$ cat src/rtl/seg_pkg.sv
// Shared segment codes, FSM state and digit-index types for the stopwatch display.
package seg_pkg;

   localparam logic [7:0] SEG_0     = 8'hFC;
   localparam logic [7:0] SEG_1     = 8'h60;
   localparam logic [7:0] SEG_2     = 8'hDA;
   localparam logic [7:0] SEG_3     = 8'hF2;
   localparam logic [7:0] SEG_4     = 8'h66;
   localparam logic [7:0] SEG_5     = 8'hB6;
   localparam logic [7:0] SEG_6     = 8'hBE;
   localparam logic [7:0] SEG_7     = 8'hE0;
   localparam logic [7:0] SEG_8     = 8'hFE;
   localparam logic [7:0] SEG_9     = 8'hE6;
   localparam logic [7:0] SEG_BLANK = 8'h00;

   typedef enum logic [1:0] {
      IDLE  = 2'd0,
      RUN   = 2'd1,
      PAUSE = 2'd2
   } state_t;

   typedef logic [1:0] dig_idx_t;

   localparam dig_idx_t DIG_ONES  = 2'd0;
   localparam dig_idx_t DIG_TENS  = 2'd1;
   localparam dig_idx_t DIG_HUNDS = 2'd2;

endpackage

$ cat src/rtl/seg_encode.sv
// BCD digit to active-high segment pattern {a..g, dp}; non-decimal codes blank the digit.
module seg_encode
   import seg_pkg::*;
(
   input  logic [3:0] digit,
   output logic [7:0] seg
);

   always_comb begin
      seg = SEG_BLANK;
      case (digit)
         4'd0: seg = SEG_0;
         4'd1: seg = SEG_1;
         4'd2: seg = SEG_2;
         4'd3: seg = SEG_3;
         4'd4: seg = SEG_4;
         4'd5: seg = SEG_5;
         4'd6: seg = SEG_6;
         4'd7: seg = SEG_7;
         4'd8: seg = SEG_8;
         4'd9: seg = SEG_9;
         default: seg = SEG_BLANK;
      endcase
   end

endmodule

$ cat src/rtl/stopwatch_seg_ctrl.sv
// Run/pause/clear 000-999 BCD stopwatch with a multiplexed three-digit segment scanner.
// Optional leading-zero blanking: define SEG_LEADING_BLANK_EN.
module stopwatch_seg_ctrl
   import seg_pkg::*;
#(
   parameter int unsigned TICK_DIV = 1000,
   parameter int unsigned SCAN_DIV = 50
) (
   input  logic        clk,
   input  logic        rst,
   input  logic        btn_start,
   input  logic        btn_stop,
   input  logic        btn_clear,
   output logic [7:0]  seg_out,
   output logic [2:0]  dig_sel,
   output logic [11:0] bcd,
   output logic        running,
   output logic        wrap
);

   localparam int unsigned TW = $clog2(TICK_DIV);
   localparam int unsigned SW = $clog2(SCAN_DIV + 1);
   localparam logic [TW-1:0] TICK_LAST = TW'(TICK_DIV - 1);
   localparam logic [SW-1:0] SCAN_LAST = SW'(SCAN_DIV - 1);

   state_t        state;
   logic [TW-1:0] tick_cnt;
   logic [3:0]    d_o, d_t, d_h;
   logic [3:0]    nxt_o, nxt_t, nxt_h;
   logic          carry_o, carry_t, roll;

   always_comb begin
      carry_o = (d_o == 4'd9);
      carry_t = carry_o && (d_t == 4'd9);
      roll    = carry_t && (d_h == 4'd9);
      nxt_o   = carry_o ? 4'd0 : d_o + 4'd1;
      nxt_t   = d_t;
      if (carry_o)
         nxt_t = (d_t == 4'd9) ? 4'd0 : d_t + 4'd1;
      nxt_h   = d_h;
      if (carry_t)
         nxt_h = (d_h == 4'd9) ? 4'd0 : d_h + 4'd1;
   end

   // The prescaler also advances on the edge that samples stop, so a resume
   // continues exactly where the RUN interval left off.
   always_ff @(posedge clk or negedge rst) begin
      if (!rst) begin
         state    <= IDLE;
         running  <= 1'b0;
         wrap     <= 1'b0;
         tick_cnt <= '0;
         d_o      <= '0;
         d_t      <= '0;
         d_h      <= '0;
      end else if (btn_clear) begin
         state    <= IDLE;
         running  <= 1'b0;
         wrap     <= 1'b0;
         tick_cnt <= '0;
         d_o      <= '0;
         d_t      <= '0;
         d_h      <= '0;
      end else begin
         wrap <= 1'b0;
         case (state)
            IDLE, PAUSE: begin
               if (btn_start && !btn_stop) begin
                  state   <= RUN;
                  running <= 1'b1;
               end
            end
            RUN: begin
               if (tick_cnt == TICK_LAST) begin
                  tick_cnt <= '0;
                  d_o      <= nxt_o;
                  d_t      <= nxt_t;
                  d_h      <= nxt_h;
                  wrap     <= roll;
               end else begin
                  tick_cnt <= tick_cnt + 1'b1;
               end
               if (btn_stop) begin
                  state   <= PAUSE;
                  running <= 1'b0;
               end
            end
            default: begin
               state   <= IDLE;
               running <= 1'b0;
            end
         endcase
      end
   end

   assign bcd = {d_h, d_t, d_o};

   logic [SW-1:0] scan_cnt;
   dig_idx_t      idx, idx_nxt;
   logic          blank_h, blank_t;
   logic [3:0]    enc_in;
   logic [7:0]    enc_seg;

   always_comb begin
`ifdef SEG_LEADING_BLANK_EN
      blank_h = (d_h == 4'd0);
      blank_t = (d_h == 4'd0) && (d_t == 4'd0);
`else
      blank_h = 1'b0;
      blank_t = 1'b0;
`endif
   end

   // Pattern is chosen from the index being loaded, so select and segments
   // always update together; blanking feeds a non-decimal code to the encoder.
   always_comb begin
      idx_nxt = idx;
      if (scan_cnt == SCAN_LAST)
         idx_nxt = (idx == DIG_HUNDS) ? DIG_ONES : idx + 2'd1;
      case (idx_nxt)
         DIG_TENS:  enc_in = blank_t ? 4'hF : d_t;
         DIG_HUNDS: enc_in = blank_h ? 4'hF : d_h;
         default:   enc_in = d_o;
      endcase
   end

   seg_encode u_enc (
      .digit (enc_in),
      .seg   (enc_seg)
   );

   always_ff @(posedge clk or negedge rst) begin
      if (!rst) begin
         scan_cnt <= '0;
         idx      <= DIG_ONES;
         dig_sel  <= 3'b001;
         seg_out  <= SEG_0;
      end else begin
         scan_cnt <= (scan_cnt == SCAN_LAST) ? '0 : scan_cnt + 1'b1;
         idx      <= idx_nxt;
         dig_sel  <= 3'(3'b001 << idx_nxt);
         seg_out  <= enc_seg;
      end
   end

endmodule

$ cat config.mk
export PLATFORM = sky130hd
export DESIGN_NAME = stopwatch_seg_ctrl
export DESIGN_NICKNAME = d
export VERILOG_FILES = /design/src/rtl/seg_pkg.sv /design/src/rtl/seg_encode.sv /design/src/rtl/stopwatch_seg_ctrl.sv
export SDC_FILE = /design/constraint.sdc
export NUM_CORES = 1
export LEC_CHECK = 0
export CAP_MARGIN = 30
export CORE_UTILIZATION = 55
export CTS_CLUSTER_DIAMETER = 60
export DETAILED_ROUTE_END_ITERATION = 12
export PLACE_DENSITY = 0.88
export SYNTH_ARGS = -nofsm -noshare
export SYNTH_HDL_FRONTEND = slang
export SYNTH_SLANG_ARGS = --single-unit
$ cat constraint.sdc
create_clock -name clk -period 3.7 [get_ports clk]
set_input_delay 0.925 -clock clk [delete_from_list [all_inputs] [get_ports clk]]
set_output_delay 0.925 -clock clk [all_outputs]
set_load 0.1 [all_outputs]
Word level (Yosys, flattened, before mapping)
Memories as Yosys holds them, arrays and structs flattened. A register that Yosys moved wholly into a read port is not among the register bits.
Cells that the tools add are included.

cells by class
  reductions and logical operators = 15
  add/sub/neg operators = 6
  multipliers = 0
  bitwise operators = 0
  order comparisons = 0
  multiplexer cells = 32
  div/mod/pow operators = 0
  shifts and indexed selects = 1
  eq/ne operators = 12

operators by type and width
  operator               number
  $mux 4                 14
  $mux 10                3
  $add 4x1->4 const B    3
  $eq 4x4->1 const B     3
  $add 10x1->10 const B  1
  $eq 10x10->1 const B   1
  $mux 2                 5
  $pmux 4 s2             1
  $reduce_bool 2->1      4
  $add 6x1->6 const B    1
  $eq 2x2->1 const B     3
  $eq 6x6->1 const B     1
  $mux 1                 6
  $mux 6                 1
  $ne 3x3->1 const B     2
  $reduce_and 3->1       2
  $eq 2x1->1 const B     2
  $pmux 2 s2             1
  $reduce_and 2->1       2
  $logic_and 1x1->1      3
  $shl 1x2->3 const A    1
  $add 2x1->2 const B    1
  $logic_not 1->1        2
  $logic_not 2->1        1
  2 further kinds        2

storage, ports and cells
  logic and storage cells = 78
  output and inout port bits = 25
  latch bits = 0
  memories = 1
  RAM bits = 0
  input bits = 5
  register bits after elaboration = 45
  ROM bits = 112

memories
  memory           depth  bits a word  rd ports  clocked after Yosys merged registers in  wr ports  line              text
  (no name shown)  16     7            1         1                                        0         seg_encode.sv:11  case (digit)

Depth between registers and ports, before layout
  depth in word-level cells = 6
  gate-level depth with buffers = 16
  depth with buffers taken out = 14

Hierarchy
Synthesis repeated with hierarchy kept, for this count alone.

unflattened totals
  cells, all modules = 247
  area, all modules = 2439.8 um^2

by module, submodules not included
  module              times used  sequential area each (um^2)  cells each  area an instance (um^2)
  stopwatch_seg_ctrl  1           1109.8                       218         2239.6
  seg_encode          1           0.0                          29          200.2

Least setup slack after synthesis
Ideal clock, no wire load.

  path kind = register -> register
  start point = register scan_cnt[1]
  end point = register seg_out[4]
  setup time = 0.079 ns
  required time = 3.621 ns
  buffers on the path = 1
  cell stages (with the launch flop) = 15
  arrival = 2.872 ns
  path slack = 0.750 ns
  period minus slack after synthesis = 2.950 ns
  path through = dfrtp_1 -> inv_1 -> ha_1 -> nand4b_1 -> nor2_1 -> nand2_1 -> mux2_2 -> ha_1 -> clkbuf_1 -> mux2i_1 -> inv_1 -> ha_1 -> inv_1 -> mux2i_1 -> o21ai_0

between the ends
  word-level cells in the longest chain between the ends = 4
  elaborated cells between the ends (all ways) = 5
  classes of those cells = 3 x eq/ne; 2 x mux

ends and longest elaborated chain
  what                                      line                       text
  start: declaration                        stopwatch_seg_ctrl.sv:98   logic [SW-1:0] scan_cnt;
  start signal: assignment                  stopwatch_seg_ctrl.sv:139  scan_cnt <= (scan_cnt == SCAN_LAST) ? '0 : scan_cnt + 1'b1;
  $eq 6x6->1 (*)                            stopwatch_seg_ctrl.sv:118  if (scan_cnt == SCAN_LAST)
  $mux 2 (*)                                stopwatch_seg_ctrl.sv:118
  $eq 2x2->1 or $eq 2x1->1 (tied branches)  stopwatch_seg_ctrl.sv:120  case (idx_nxt)
  $pmux 4 s2 (*)                            stopwatch_seg_ctrl.sv:120
  end: declaration                          stopwatch_seg_ctrl.sv:14   output logic [7:0] seg_out,

Mark *: on every way between the ends. The rest lies on a longest branch, timed or not.
A chain may end at the register's enable or synchronous reset.

Worst setup path in the final report
  start point = register scan_cnt[1]
  end point = register seg_out[4]

between the ends
  word-level cells in the longest chain between the ends = 4
  elaborated cells between the ends (all ways) = 5
  classes of those cells = 3 x eq/ne; 2 x mux

ends and longest elaborated chain
  what                                      line                       text
  $eq 6x6->1 (*)                            stopwatch_seg_ctrl.sv:118
  $mux 2 (*)                                stopwatch_seg_ctrl.sv:118
  named net idx_nxt[0]                      stopwatch_seg_ctrl.sv:99   dig_idx_t idx, idx_nxt;
  $eq 2x2->1 or $eq 2x1->1 (tied branches)  stopwatch_seg_ctrl.sv:120
  $pmux 4 s2 (*)                            stopwatch_seg_ctrl.sv:120

Mark *: on every way through the listed nets, which the timed path passes. The rest lies on a longest branch.

==> summary.md <==
| Metric | Value |
|---|---|
| Comb power frac | `4.6%` |
| Filler cells | `314` |
| Most frequent cells in the layout | `dfrtp_1, buf_4, nor2_1, ha_1, a21oi_1` |
| Die area | `4530 µm²` |
| Critical Path Start Type | `flop` |
| Synth unique cells | `48` |
| I/O pin count | `30` |
| Post-detail-place hpwl | `3180 µm` |
| Post-synth ARST share | `100%` |
| Setup CP Type | `reg -> reg` |
| Htree depth | `2` |
| Aggregate global routing overflow | `0` |
| Worst Hold Class | `reg -> reg` |
| CTS Buf Count | `5` |
| DRT iter0 DRCs | `123` |
| Dpl ws | `0.428 ns` |
| Clk Latency, worst-skew pair | `0.29 ns` |
| Ys flop type | `dfrtp_1` |
| Post-CTS Setup Inserts | `0` |
| Worst-path clk slew | `0.08 ns` |
| Synth Instances | `234` |
| Worst Path Required | `3.91 ns` |
| Int Pwr | `0.000613 W` |
| Setup TNS Final | `0 ns` |
| DRC viols | `0` |
| PwrDens | `294 nW/µm²` |
| CTS root buf | `clkbuf_8` |
| Most common cell after layout, fill and taps aside | `dfrtp_1` |
| P_leak | `1.25 nW` |
| Sw Share | `22.7%` |
| CTS resizes | `0` |
| Vias in the first global route | `1696` |
| CTS max path bufs | `2` |
| Post-Layout Cell Count | `312` |
| Port Buffers | `28` |
| All-Layer GR Usage | `22.9%` |
| Worst slew pin tran | `0.974 ns` |
| Hold buffers post-CTS | `0` |
| Initial antenna violation count | `0` |
| WL/cell | `14.8 µm` |
| Initial core utilization | `57.8%` |
| Die height | `67.3 µm` |
| Maximum clock rate | `307 MHz` |
| CP dominant cell by count | `inv_1` |
| Global-route wire length before repair | `7750 µm` |
| Row count | `23` |
| Mean Syn Cell Area | `10.0 µm²` |
| Clock share of power | `35.8%` |
| Min cycle time layout | `3.26 ns` |
| Seq/Total Area, Yosys | `46.2%` |
| Slew headroom | `34.9%` |
| RSZ-0062 raised after global routing | `false` |
| Largest net degree at the start of global routing | `44` |
| Crit-path cells | `inv_1 -> ha_1 -> nand4b_1 -> nor2_1 -> mux2i_1 -> inv_1 -> ha_1 -> a22o_1 -> mux2i_1 -> inv_1 -> ha_1 -> inv_1 -> mux2i_1 -> o21ai_0` |
| Layout cells sized above 1 | `14.9%` |
| Fin. max-slew vios | `0` |
| CTS Sinks | `43` |
| Seq pwr share | `59.7%` |
| DR vias | `1842` |
| Max incr delay on CP | `0.41 ns` |
| Switching power | `0.000180 W` |
| Diode count | `0` |
| Final WS setup | `0.438 ns` |
| Clock skew | `0.00426 ns` |
| Core ar. | `4060 µm²` |
| Mapped Area | `2350 µm²` |
| Drt pass-1 iters | `4` |
| Final #Nets | `282` |
| VDD IR max | `0.000238 V` |
| Number of buffers and inverters on the critical path | `4` |
| Total Power | `0.000793 W` |
| Synthesis-to-layout area growth | `14.8%` |
| EDFF count, synth | `0` |
| Final Hold Vio Count | `0` |
| Arrival time worst endpoint | `3.48 ns` |
| Outcome | `completed` |
| Routed wire length | `4610 µm` |
| Setup crit end kind | `flop` |
| Internal reg-to-reg setup slack | `0.44 ns` |
| Via density | `5.90` |
| Post-synth net total | `255` |
| TritonCTS clock tree | `yes` |
| Worst Path Max Fanout | `8` |
| Fin crit share | `88.2%` |
| Die extent in x | `67.3 µm` |
| Warnings, synthesis | `0` |
| Crit path max-delay family | `multiplexers` |
| Yosys reg bits | `43` |
| Placed instance area | `2610 µm²` |
| Antenna viol nets, final | `0` |
| Gpl congestion | `0.814` |
| CP max stage cell | `dfrtp_1` |
| Final setup fails | `0` |
| Fin area | `2700 µm²` |
| Max Cap Viol | `0` |
| Inst Count DP | `304` |
## synthesized netlist by cell type (all sizes together) (3+ instances only)
library cell | instances | area share (%)
dfrtp | 36 | 38
ha | 16 | 8.5
nor2 | 16 | 2.6
a21oi | 15 | 3.2
inv | 14 | 2.2
o21ai | 13 | 2.8
nand2 | 12 | 1.9
nand3 | 11 | 2.3
mux2i | 9 | 3.8
clkbuf | 7 | 1.1
dfstp | 7 | 7.8
or4 | 7 | 2.2
xor2 | 6 | 2.2
nor3 | 5 | 1.1
a22o | 4 | 1.5
buf | 4 | 0.96
a21o | 3 | 0.96
and3 | 3 | 0.80
nand2b | 3 | 0.80
o22ai | 3 | 0.80
o31ai | 3 | 0.96
or3 | 3 | 0.80
xnor2 | 3 | 1.1
## sequential cells by signal (all words and copies together), names as in the netlist
register and count:
tick_cnt 10, idx 2, d_h 4, d_t 4
d_o 4, state 2, wrap 1, seg_out 7
dig_sel 3, scan_cnt 6
## power by group through the flow
| stage | Sequential, W | Clock (W) | Combinational, W |
|---|---|---|---|
| after floorplan | 0.000486 | 0 | 0.0000167 |
| after global placement | 0.000482 | 0 | 0.0000358 |
| after detailed placement | 0.000482 | 0 | 0.0000364 |
| after CTS | 0.000473 | 0.000291 | 0.0000364 |
| after global routing | 0.000474 | 0.000310 | 0.0000402 |
| final | 0.000473 | 0.000284 | 0.0000362 |
## through the flow
stage          hold WS, ns  util [%]
6_report             0.518      66.4
3_5_place_dp         0.510      64.4
3_3_place_gp         0.502      64.4
4_1_cts              0.523      66.4
5_1_grt              0.561      66.4
2_1_floorplan        0.481         -
## area by class of cell
type                            instances  area (µm²)  area share (%)
Inverter                               14        52.6            1.95
Tap cell                               50        62.6            2.32
Clock buffer                            7        76.3            2.83
Timing Repair Buffer                   31         253            9.38
Clock inverter                          1        5.00           0.186
Multi-Input combinational cell        166        1160            43.1
Sequential cell                        43        1080            40.3
## cells by family (layout without fill, tap and decap cells)
kind of cell	count (synthesis)	in the layout	share of synthesized area, %
xor gates and xnor gates	9	9	3.36
adders and majority gates	16	16	8.53
buffers and inverters	25	53	4.32
muxes	11	11	4.80
AOI/OAI and AO/OA	53	53	14.3
DFF	43	43	46.2
other	1	1	0.160
and+or+nand+nor	76	76	18.3
## path summary, 6_finish.rpt
path / cells past startpoint / start / end
min reg2reg: 1 / tick_cnt[7] / tick_cnt[7]
min in group asynchronous: 1 / rst / seg_out[1]
min: 1 / tick_cnt[7] / tick_cnt[7]
max reg2reg: 14 / scan_cnt[1] / seg_out[4]
max: 14 / scan_cnt[1] / seg_out[4]
max in group asynchronous: 1 / rst / state[1]
## layer usage
metal  vias to the layer above  routed length [µm]  share of wire [%]  GRT usage, %
met5                         -                   0                  0             0
met4                         0                  57                1.2          8.78
met3                         9                 197                4.3          4.39
met2                        49                2260                 49          37.3
met1                       893                2090                 45          29.8
li1                        891                   -                  -             -
Power figures use the tool's default switching activity.
==> RTL edit: new RTL, same flow settings <==
Add a define of `SEG_LEADING_BLANK_EN`.
--- a/src/rtl/stopwatch_seg_ctrl.sv
+++ b/src/rtl/stopwatch_seg_ctrl.sv
@@ -1,5 +1,7 @@
 // Run/pause/clear 000-999 BCD stopwatch with a multiplexed three-digit segment scanner.
 // Optional leading-zero blanking: define SEG_LEADING_BLANK_EN.
+`define SEG_LEADING_BLANK_EN
+
 module stopwatch_seg_ctrl
    import seg_pkg::*;
 #(
Check against the original RTL: no difference found for any inputs over 10 cycles, from zero or initial values and one cycle with rst low; that may be too few to reach the edited logic, so the function may still have changed.
==> RTL edit against the original RTL <==
  * Worst setup slack better by 0.29 ns
  * Routed wire length is 4.3% higher
  * Design area increased by 6.0%
  * Highest routed layer unchanged
  * Critical path type unchanged
  * Sequential cell count unchanged
  * Final cell count is 6.1% higher
  * Synthesized area is 4.5% higher
  * Synthesized cell count is 5.6% higher
  * Hold slack got worse by 0.027 ns
Power is not compared: it rests on default switching activity, and its combinational part moved more than twofold at a synthesized area within 25%.
==> RTL edit: results (changes against the original RTL) <==
status: "complete, no violations"
nFillCells: 333  # +6.1%
rrSetupSlack_ns: 0.72  # +0.29 ns
vias: 1907  # +3.5%
gp_congestion: 0.836  # +2.6%
grt_use_total_pct: 22.8  # -0.035 points
worst_slew_pin_slew_ns: 0.964  # -0.0103 ns
wl_per_cell_um: 14.5  # -1.6%
dr_wl_met2_mm: 2.40  # +6.2%
synth_cells: 247  # +5.6%
path_max_fanout: 10  # +2
grtUsageMet1_pct: 30.3  # +0.46 points
netlist_top_cells_count: "dfrtp_1, inv_1, nor2_1"
ys_types: 45  # -6.3%
dp_hpwl_mm: 3.37  # +6.0%
skew_ns: 0.00339  # -0.000870 ns
max_clock_freq_mhz: 336  # +9.6%
dpl.cell_count: 322  # +5.9%
dpl_cell_area_sq_mm: 0.00274  # +4.7%
place_ws_ns: 0.759  # +0.331 ns
min_from: "scan_cnt[0]"
timing.rr.end: "seg_out[5]"
final_layout_size_suffix_gt1_share_pct: 18.5  # +3.6 points
crit_arrival_ns: 3.18  # -0.30 ns
ys_top_cells_by_area: "dfrtp_1, ha_1, dfstp_2"
fin_cells: 331  # +6.1%
crit_path_max_incr_delay_ns: 0.46  # +0.05 ns
crit_family: "adder cells"
final_cell_area_sq_mm: 0.00286  # +6.0%
whs_ns: 0.491  # -0.0268 ns
syn_nets: 270  # +5.9%
cp_slowest_cell: "ha_1"
[RTL edit: cell type report]
class	count	area share, %
Multi-Input combinational cell	176	44.1
Sequential cell	43	38.0
Timing Repair Buffer	31	9.20
Clock buffer	8	3.50
Inverter	23	3.02
Tap cell	50	2.19
[RTL edit: logic make-up after synthesis]
logic type / count (synthesis) / synth area share [%]
AO/OA/AOI/OAI: 45 / 12.7
XOR/XNOR: 14 / 5.00
adder cells (fa/ha/maj): 18 / 9.18
buffers and inverters: 28 / 4.44
flip-flops: 43 / 44.2
multiplexers: 8 / 3.37
other: 1 / 0.153
AND/OR/NAND/NOR: 90 / 21.0
[RTL edit: power by group through the flow]
stage	sequential [uW]	clock (uW)	combinational, uW
floorplan	591	0	178
global placement	513	0	317
detailed placement	514	0	327
CTS	505	333	331
global route	507	353	362
finish	505	322	333
